**src/rtl/alu_seq_if.sv**
```systemverilog
// Handshake/bus bundle for alu_seq: launch request, operands, opcode,
// and the registered result with its status flags.
interface alu_seq_if #(
   parameter int WIDTH = 6
);
   logic             start;
   logic [WIDTH-1:0] input1;
   logic [WIDTH-1:0] input2;
   logic             m;
   logic             f;
   logic             x;
   logic             n;
   logic [WIDTH-1:0] result;
   logic             done;
   logic             busy;
   logic             zero;
   logic             negative;
   logic             carry;
   logic             overflow;
   logic             err;

   modport master (
      output start, input1, input2, m, f, x, n,
      input  result, done, busy, zero, negative, carry, overflow, err
   );

   modport slave (
      input  start, input1, input2, m, f, x, n,
      output result, done, busy, zero, negative, carry, overflow, err
   );
endinterface

```
**src/rtl/alu_seq.sv**
```systemverilog
// Sequential ALU: single-cycle ops complete two cycles after start,
// multiply runs an iterative shift-add over WIDTH cycles plus one finish cycle.
// Result and flags are registered and held between done pulses.
module alu_seq #(
   parameter int WIDTH = 6
) (
   input  logic     clk,
   input  logic     reset,
   alu_seq_if.slave bus
);
   localparam int               MSB     = WIDTH - 1;
   localparam int               CW      = $clog2(WIDTH + 1);
   localparam logic [3:0]       OP_MUL  = 4'b1000;
   localparam logic [WIDTH-1:0] MIN_VAL = {1'b1, {(WIDTH-1){1'b0}}};

   typedef enum logic [1:0] {
      S_IDLE = 2'd0,
      S_EXEC = 2'd1,
      S_MUL  = 2'd2,
      S_DONE = 2'd3
   } state_t;

   state_t             state_q, state_d;
   logic [WIDTH-1:0]   a_q, b_q;
   logic [3:0]         op_q;
   logic [2*WIDTH-1:0] acc_q, acc_d;
   logic [2*WIDTH-1:0] mcand_q, mcand_d;
   logic [WIDTH-1:0]   mplier_q, mplier_d;
   logic [CW-1:0]      cnt_q, cnt_d;

   logic [WIDTH-1:0]   result_q;
   logic               done_q, busy_q;
   logic               zero_q, neg_q, carry_q, ovf_q, err_q;

   logic [3:0]         op_in;
   logic               accept;
   logic               load_result;

   logic [WIDTH:0]     sum_s, dif_s;
   logic [WIDTH-1:0]   ex_res;
   logic               ex_carry, ex_ovf, ex_err;
   logic [WIDTH-1:0]   fin_res;
   logic               fin_carry, fin_ovf, fin_err;

   assign op_in       = {bus.m, bus.f, bus.x, bus.n};
   assign accept      = bus.start && (state_q == S_IDLE);
   assign load_result = (state_q == S_EXEC) || ((state_q == S_MUL) && (state_d == S_DONE));

   // Next-state and multiplier datapath: one partial product per MUL cycle,
   // the cycle after the last iteration hands the product to the result register.
   always_comb begin
      state_d  = state_q;
      acc_d    = acc_q;
      mcand_d  = mcand_q;
      mplier_d = mplier_q;
      cnt_d    = cnt_q;
      case (state_q)
         S_IDLE: begin
            if (bus.start) begin
               if (op_in == OP_MUL) begin
                  state_d = S_MUL;
               end else begin
                  state_d = S_EXEC;
               end
               acc_d    = '0;
               mcand_d  = {{WIDTH{1'b0}}, bus.input1};
               mplier_d = bus.input2;
               cnt_d    = '0;
            end else begin
               state_d = S_IDLE;
            end
         end
         S_EXEC: state_d = S_DONE;
         S_MUL: begin
            if (cnt_q == CW'(WIDTH)) begin
               state_d = S_DONE;
            end else begin
               if (mplier_q[0]) begin
                  acc_d = acc_q + mcand_q;
               end else begin
                  acc_d = acc_q;
               end
               mcand_d  = mcand_q << 1;
               mplier_d = mplier_q >> 1;
               cnt_d    = cnt_q + CW'(1);
            end
         end
         S_DONE:  state_d = S_IDLE;
         default: state_d = S_IDLE;
      endcase
   end

   // Single-cycle operation datapath on the captured operands and opcode.
   always_comb begin
      ex_res   = '0;
      ex_carry = 1'b0;
      ex_ovf   = 1'b0;
      ex_err   = 1'b0;
      sum_s    = {1'b0, a_q} + {1'b0, b_q};
      dif_s    = {1'b0, a_q} + {1'b0, ~b_q} + {{WIDTH{1'b0}}, 1'b1};
      case (op_q)
         4'b0000: ex_res = a_q;
         4'b0001: ex_res = b_q;
         4'b0010: begin
            ex_res = -a_q;
            ex_ovf = (a_q == MIN_VAL);
         end
         4'b0011: begin
            ex_res = -b_q;
            ex_ovf = (b_q == MIN_VAL);
         end
         4'b0100: ex_res = {{(WIDTH-1){1'b0}}, ($signed(a_q) < $signed(b_q))};
         4'b0101: ex_res = ~(a_q ^ b_q);
         4'b0110: begin
            ex_res   = sum_s[WIDTH-1:0];
            ex_carry = sum_s[WIDTH];
            ex_ovf   = (a_q[MSB] == b_q[MSB]) && (sum_s[MSB] != a_q[MSB]);
         end
         4'b0111: begin
            ex_res   = dif_s[WIDTH-1:0];
            ex_carry = dif_s[WIDTH];
            ex_ovf   = (a_q[MSB] != b_q[MSB]) && (dif_s[MSB] != a_q[MSB]);
         end
         4'b1000: ex_res = '0;  // multiply never passes through EXEC
         4'b1001: begin
            if (32'(b_q) >= 32'(WIDTH)) begin
               ex_res = '0;
            end else begin
               ex_res = a_q << b_q;
            end
         end
         4'b1010: begin
            if (32'(b_q) >= 32'(WIDTH)) begin
               ex_res = {WIDTH{a_q[MSB]}};
            end else begin
               ex_res = $signed(a_q) >>> b_q;
            end
         end
         4'b1011: ex_res = {{(WIDTH-1){1'b0}}, (a_q == b_q)};
         default: ex_err = 1'b1;  // reserved opcodes: result 0, err set
      endcase
   end

   // Select the value that lands in the result register: product or single-cycle result.
   always_comb begin
      if (state_q == S_MUL) begin
         fin_res   = acc_q[WIDTH-1:0];
         fin_carry = |acc_q[2*WIDTH-1:WIDTH];
         fin_ovf   = 1'b0;
         fin_err   = 1'b0;
      end else begin
         fin_res   = ex_res;
         fin_carry = ex_carry;
         fin_ovf   = ex_ovf;
         fin_err   = ex_err;
      end
   end

   // State, operand capture and registered outputs; reset aborts any operation in flight.
   always_ff @(posedge clk) begin
      if (reset) begin
         state_q  <= S_IDLE;
         a_q      <= '0;
         b_q      <= '0;
         op_q     <= 4'b0000;
         acc_q    <= '0;
         mcand_q  <= '0;
         mplier_q <= '0;
         cnt_q    <= '0;
         result_q <= '0;
         done_q   <= 1'b0;
         busy_q   <= 1'b0;
         zero_q   <= 1'b0;
         neg_q    <= 1'b0;
         carry_q  <= 1'b0;
         ovf_q    <= 1'b0;
         err_q    <= 1'b0;
      end else begin
         state_q  <= state_d;
         acc_q    <= acc_d;
         mcand_q  <= mcand_d;
         mplier_q <= mplier_d;
         cnt_q    <= cnt_d;
         busy_q   <= (state_d != S_IDLE);
         done_q   <= (state_d == S_DONE);
         if (accept) begin
            a_q  <= bus.input1;
            b_q  <= bus.input2;
            op_q <= op_in;
         end
         if (load_result) begin
            result_q <= fin_res;
            zero_q   <= (fin_res == '0);
            neg_q    <= fin_res[MSB];
            carry_q  <= fin_carry;
            ovf_q    <= fin_ovf;
            err_q    <= fin_err;
         end
      end
   end

   assign bus.result   = result_q;
   assign bus.done     = done_q;
   assign bus.busy     = busy_q;
   assign bus.zero     = zero_q;
   assign bus.negative = neg_q;
   assign bus.carry    = carry_q;
   assign bus.overflow = ovf_q;
   assign bus.err      = err_q;
endmodule

```
**src/flat_wrapper.sv**
```systemverilog
// flat-port wrapper written by rule: the top's interface ports become plain ports
module alu_seq_flat 
#(
   parameter int WIDTH = 6
)
  (clk, reset, bus_start, bus_input1, bus_input2, bus_m, bus_f, bus_x, bus_n, bus_result, bus_done, bus_busy, bus_zero, bus_negative, bus_carry, bus_overflow, bus_err);
  alu_seq_if #(.WIDTH(WIDTH)) bus_i ();
  input  logic clk;
  input  logic reset;
  input wire logic [$bits(bus_i.start)-1:0] bus_start;
  input wire logic [$bits(bus_i.input1)-1:0] bus_input1;
  input wire logic [$bits(bus_i.input2)-1:0] bus_input2;
  input wire logic [$bits(bus_i.m)-1:0] bus_m;
  input wire logic [$bits(bus_i.f)-1:0] bus_f;
  input wire logic [$bits(bus_i.x)-1:0] bus_x;
  input wire logic [$bits(bus_i.n)-1:0] bus_n;
  output wire logic [$bits(bus_i.result)-1:0] bus_result;
  output wire logic [$bits(bus_i.done)-1:0] bus_done;
  output wire logic [$bits(bus_i.busy)-1:0] bus_busy;
  output wire logic [$bits(bus_i.zero)-1:0] bus_zero;
  output wire logic [$bits(bus_i.negative)-1:0] bus_negative;
  output wire logic [$bits(bus_i.carry)-1:0] bus_carry;
  output wire logic [$bits(bus_i.overflow)-1:0] bus_overflow;
  output wire logic [$bits(bus_i.err)-1:0] bus_err;
  assign bus_i.start = bus_start;
  assign bus_i.input1 = bus_input1;
  assign bus_i.input2 = bus_input2;
  assign bus_i.m = bus_m;
  assign bus_i.f = bus_f;
  assign bus_i.x = bus_x;
  assign bus_i.n = bus_n;
  assign bus_result = bus_i.result;
  assign bus_done = bus_i.done;
  assign bus_busy = bus_i.busy;
  assign bus_zero = bus_i.zero;
  assign bus_negative = bus_i.negative;
  assign bus_carry = bus_i.carry;
  assign bus_overflow = bus_i.overflow;
  assign bus_err = bus_i.err;
  alu_seq #(.WIDTH(WIDTH)) u_core (.clk(clk), .reset(reset), .bus(bus_i));
endmodule
```
**config.mk**
```make
export PLATFORM = sky130hd
export DESIGN_NAME = alu_seq_flat
export DESIGN_NICKNAME = d
export VERILOG_FILES = /design/src/rtl/alu_seq_if.sv /design/src/rtl/alu_seq.sv /design/src/flat_wrapper.sv
export SDC_FILE = /design/constraint.sdc
export NUM_CORES = 1
export LEC_CHECK = 0
export BUFFER_PORTS_ARGS = -buffer_cell sky130_fd_sc_hd__clkbuf_2
export CAP_MARGIN = 20
export CORE_MARGIN = 2
export CORE_UTILIZATION = 55
export DETAILED_ROUTE_END_ITERATION = 12
export GPL_TIMING_DRIVEN = 0
export HOLD_SLACK_MARGIN = 0.02
export PLACE_DENSITY = 0.74
export SKIP_CTS_REPAIR_TIMING = 1
export SLEW_MARGIN = 10
export SYNTH_ARGS = -nofsm -noshare
export SYNTH_HDL_FRONTEND = slang
export SYNTH_SLANG_ARGS = --single-unit
```
**constraint.sdc**
```tcl
create_clock -name clk -period 6.1 [get_ports clk]
set_input_delay 0.305 -clock clk [delete_from_list [all_inputs] [get_ports clk]]
set_output_delay 0.305 -clock clk [all_outputs]
set_load 0.01 [all_outputs]
```
==> metrics.txt <==
total die area 0.00925 mm2; DRT Pass-1 Iters 5; Mapped Cells 601; Post-synth EDFFs 0; GRT overflow 0; IO Count 32; Net Count, Synth 654; initial antenna violation count 0; Initial DRC Count 362; Layout area overhead 10.5%; Reg clk slew, reported paths 0.07 ns; Total GRT Usage 0.336; pin count of the biggest net entering global routing 11; Routed Wire Length 14,700 um; Core Area 0.00822 mm2; DPL Wire Length 11,200 um; Fmax 0.298 GHz; # fillers 735; wire per inst 19.6 um; Synth cell types 66; fin crit share 0.549; Port Buffers 30; H-tree level count 3; Seq cells post-synth 63; critical path class reg2reg; Hold Crit Class in2reg; clk buf depth 2; Slew headroom 0.428; final setup violation count 0; Synth area leaders dfxtp_1 27%, ha_1 8.3%, a21oi_1 5.7%, nand2_1 5.5%, nor2_1 3.6%; max-cap violation count 0; main flop type after synthesis dfxtp_1; crit path launch u_core.b_q[1]; r2r startpoint u_core.b_q[1]; DRC errors left 0; CTS Buf Count 9; Worst Setup End Kind register; Yosys warning total 0; Mapped Avg Cell Area 7.78 um2; Layout Nets 695; dpl cells 736; Max Slew Vio Count 0; CTS tree yes; peak supply drop 0.196 mV; CP Data Arrival Time 3.55 ns; Register Area 0.00126 mm2; via/cell ratio 6.55; layout cells sized above 1 0.113; register area share after synthesis 0.270; Final Instance Count excl. Fillers 751; worst min-delay path startpoint bus_n; antenna viol nets, final 0; GP Congestion 1.05; mapped cell area 0.00467 mm2; Final min period 3.35 ns; Slew @ Worst Pin 0.854 ns; asr flop ratio synth 0; leakage 2.02 nW; Hold WS 0.213 ns; Fin Clk Skew 0.00711 ns; initial core utilization 0.569; Multi-input gate area 0.00313 mm2; Die W 96.2 um; outcome finished, final reports clean; power per cell area 220 mW/mm2; CTS Sinks 63; ant diodes 0; setup_tns 0 ns; RSZ-0062 raised after global routing false; first-pass GRT wire length 23,600 um; root buffer cell clkbuf_8; worst-path fanout max 8; Crit path required time 6.30 ns; Die Y 96.2 um; share of the synthesized area in the top cell type 0.270; Hold Fails Final Rpt 0; element type at the critical path start register; # rows 33; vias in the first global route 4,589; worst skew pair latency 0.33 ns; vias 4,919; leading area contributor after synthesis dfxtp_1
-- where the power goes --
group	internal (mW)	switching, mW
registers	0.433	0.0219
logic	0.105	0.183
clock network	0.238	0.155
-- worst paths after layout --
path | cells after the start | end | slack, ns
worst max register to register | 10 | u_core.bus.result[5] | 2.75
worst max-delay path | 10 | u_core.bus.result[5] | 2.75
worst min-delay path | 3 | u_core.op_q[0] | 0.21
worst min register to register | 2 | u_core.bus.result[0] | 0.46
-- cells in the final DEF, fill, tap and decap left out, drive strengths merged, types with 9 or more instances in the layout --
cell	instances
clkbuf	71
nand2	68
dfxtp	63
a21oi	53
nor2	46
ha	31
inv	20
nor3	20
nand3	19
o21ai	19
buf	18
a211oi	17
mux2i	16
a22oi	15
xnor2	11
nor4	11
o31ai	10
nor3b	9
-- registers in the layout (all words and copies together) (netlist names) --
register	count
u_core.mcand_q	12
u_core.bus.done	1
u_core.bus.err	1
u_core.op_q	4
u_core.bus.busy	1
u_core.cnt_q	3
u_core.mplier_q	6
u_core.bus.zero	1
u_core.bus.carry	1
u_core.bus.result	6
u_core.bus.overflow	1
u_core.b_q	6
u_core.state_q	2
u_core.a_q	6
u_core.acc_q	12
-- logic make-up after synthesis --
group           count (synthesis)  share of synthesized area
simple gates                  227                      0.245
compound gates                166                      0.236
buf+inv                        69                     0.0610
flops                          63                      0.270
fa+ha+maj                      34                     0.0959
mux                            24                     0.0584
xor+xnor                       18                     0.0337
-- layer usage --
| metal | vias to the layer above | wire length (um) | global-route usage |
|---|---|---|---|
| li1 | 2292 | - | - |
| met1 | 2354 | 5960 | 0.410 |
| met2 | 233 | 7220 | 0.571 |
| met3 | 40 | 941 | 0.0595 |
| met4 | 0 | 576 | 0.155 |
| met5 | - | 0 | 0 |
-- final cells by class --
| type | count | area share |
|---|---|---|
| buffer | 48 | 0.0400 |
| clock buffer | 11 | 0.0274 |
| timing repair buffer | 30 | 0.0291 |
| multi-input combinational | 469 | 0.605 |
| sequential | 63 | 0.244 |
| clock inverter | 4 | 0.0136 |
| inverter | 21 | 0.0153 |
| tap | 105 | 0.0254 |
-- cell usage after synthesis, types with 11 or more instances --
| cell type | count |
|---|---|
| nand3_1 | 19 |
| o21ai_0 | 19 |
| dfxtp_1 | 63 |
| mux2i_1 | 16 |
| a211oi_1 | 16 |
| nand2_1 | 68 |
| xnor2_1 | 11 |
| nor4_1 | 11 |
| inv_1 | 20 |
| nor3_1 | 20 |
| buf_2 | 12 |
| ha_1 | 31 |
| a22oi_1 | 15 |
| nor2_1 | 45 |
| a21oi_1 | 53 |
| clkbuf_1 | 30 |
-- per-stage QoR --
stage               power [mW]  setup WS, ns  utilization  cell area [um2]
floorplan                0.659          3.38            -             4670
global placement         0.739          2.86        0.603             4950
detailed placement       0.741          2.87        0.603             4950
CTS                       1.13          2.84        0.629             5170
global route              1.18          2.57        0.629             5170
finish                    1.13          2.75        0.629             5170
-- worst max-delay path: stages (launching register included) --
cell,delay [ns]
dfxtp_1,0.50
clkbuf_1,0.33
inv_1,0.26
ha_1,0.46
nand2_1,0.07
o21ai_0,0.30
nand2_1,0.14
mux2_2,0.29
o41a_1,0.43
a211oi_2,0.30
a211oi_1,0.12
Note: power is estimated with default switching activity, not from simulation.
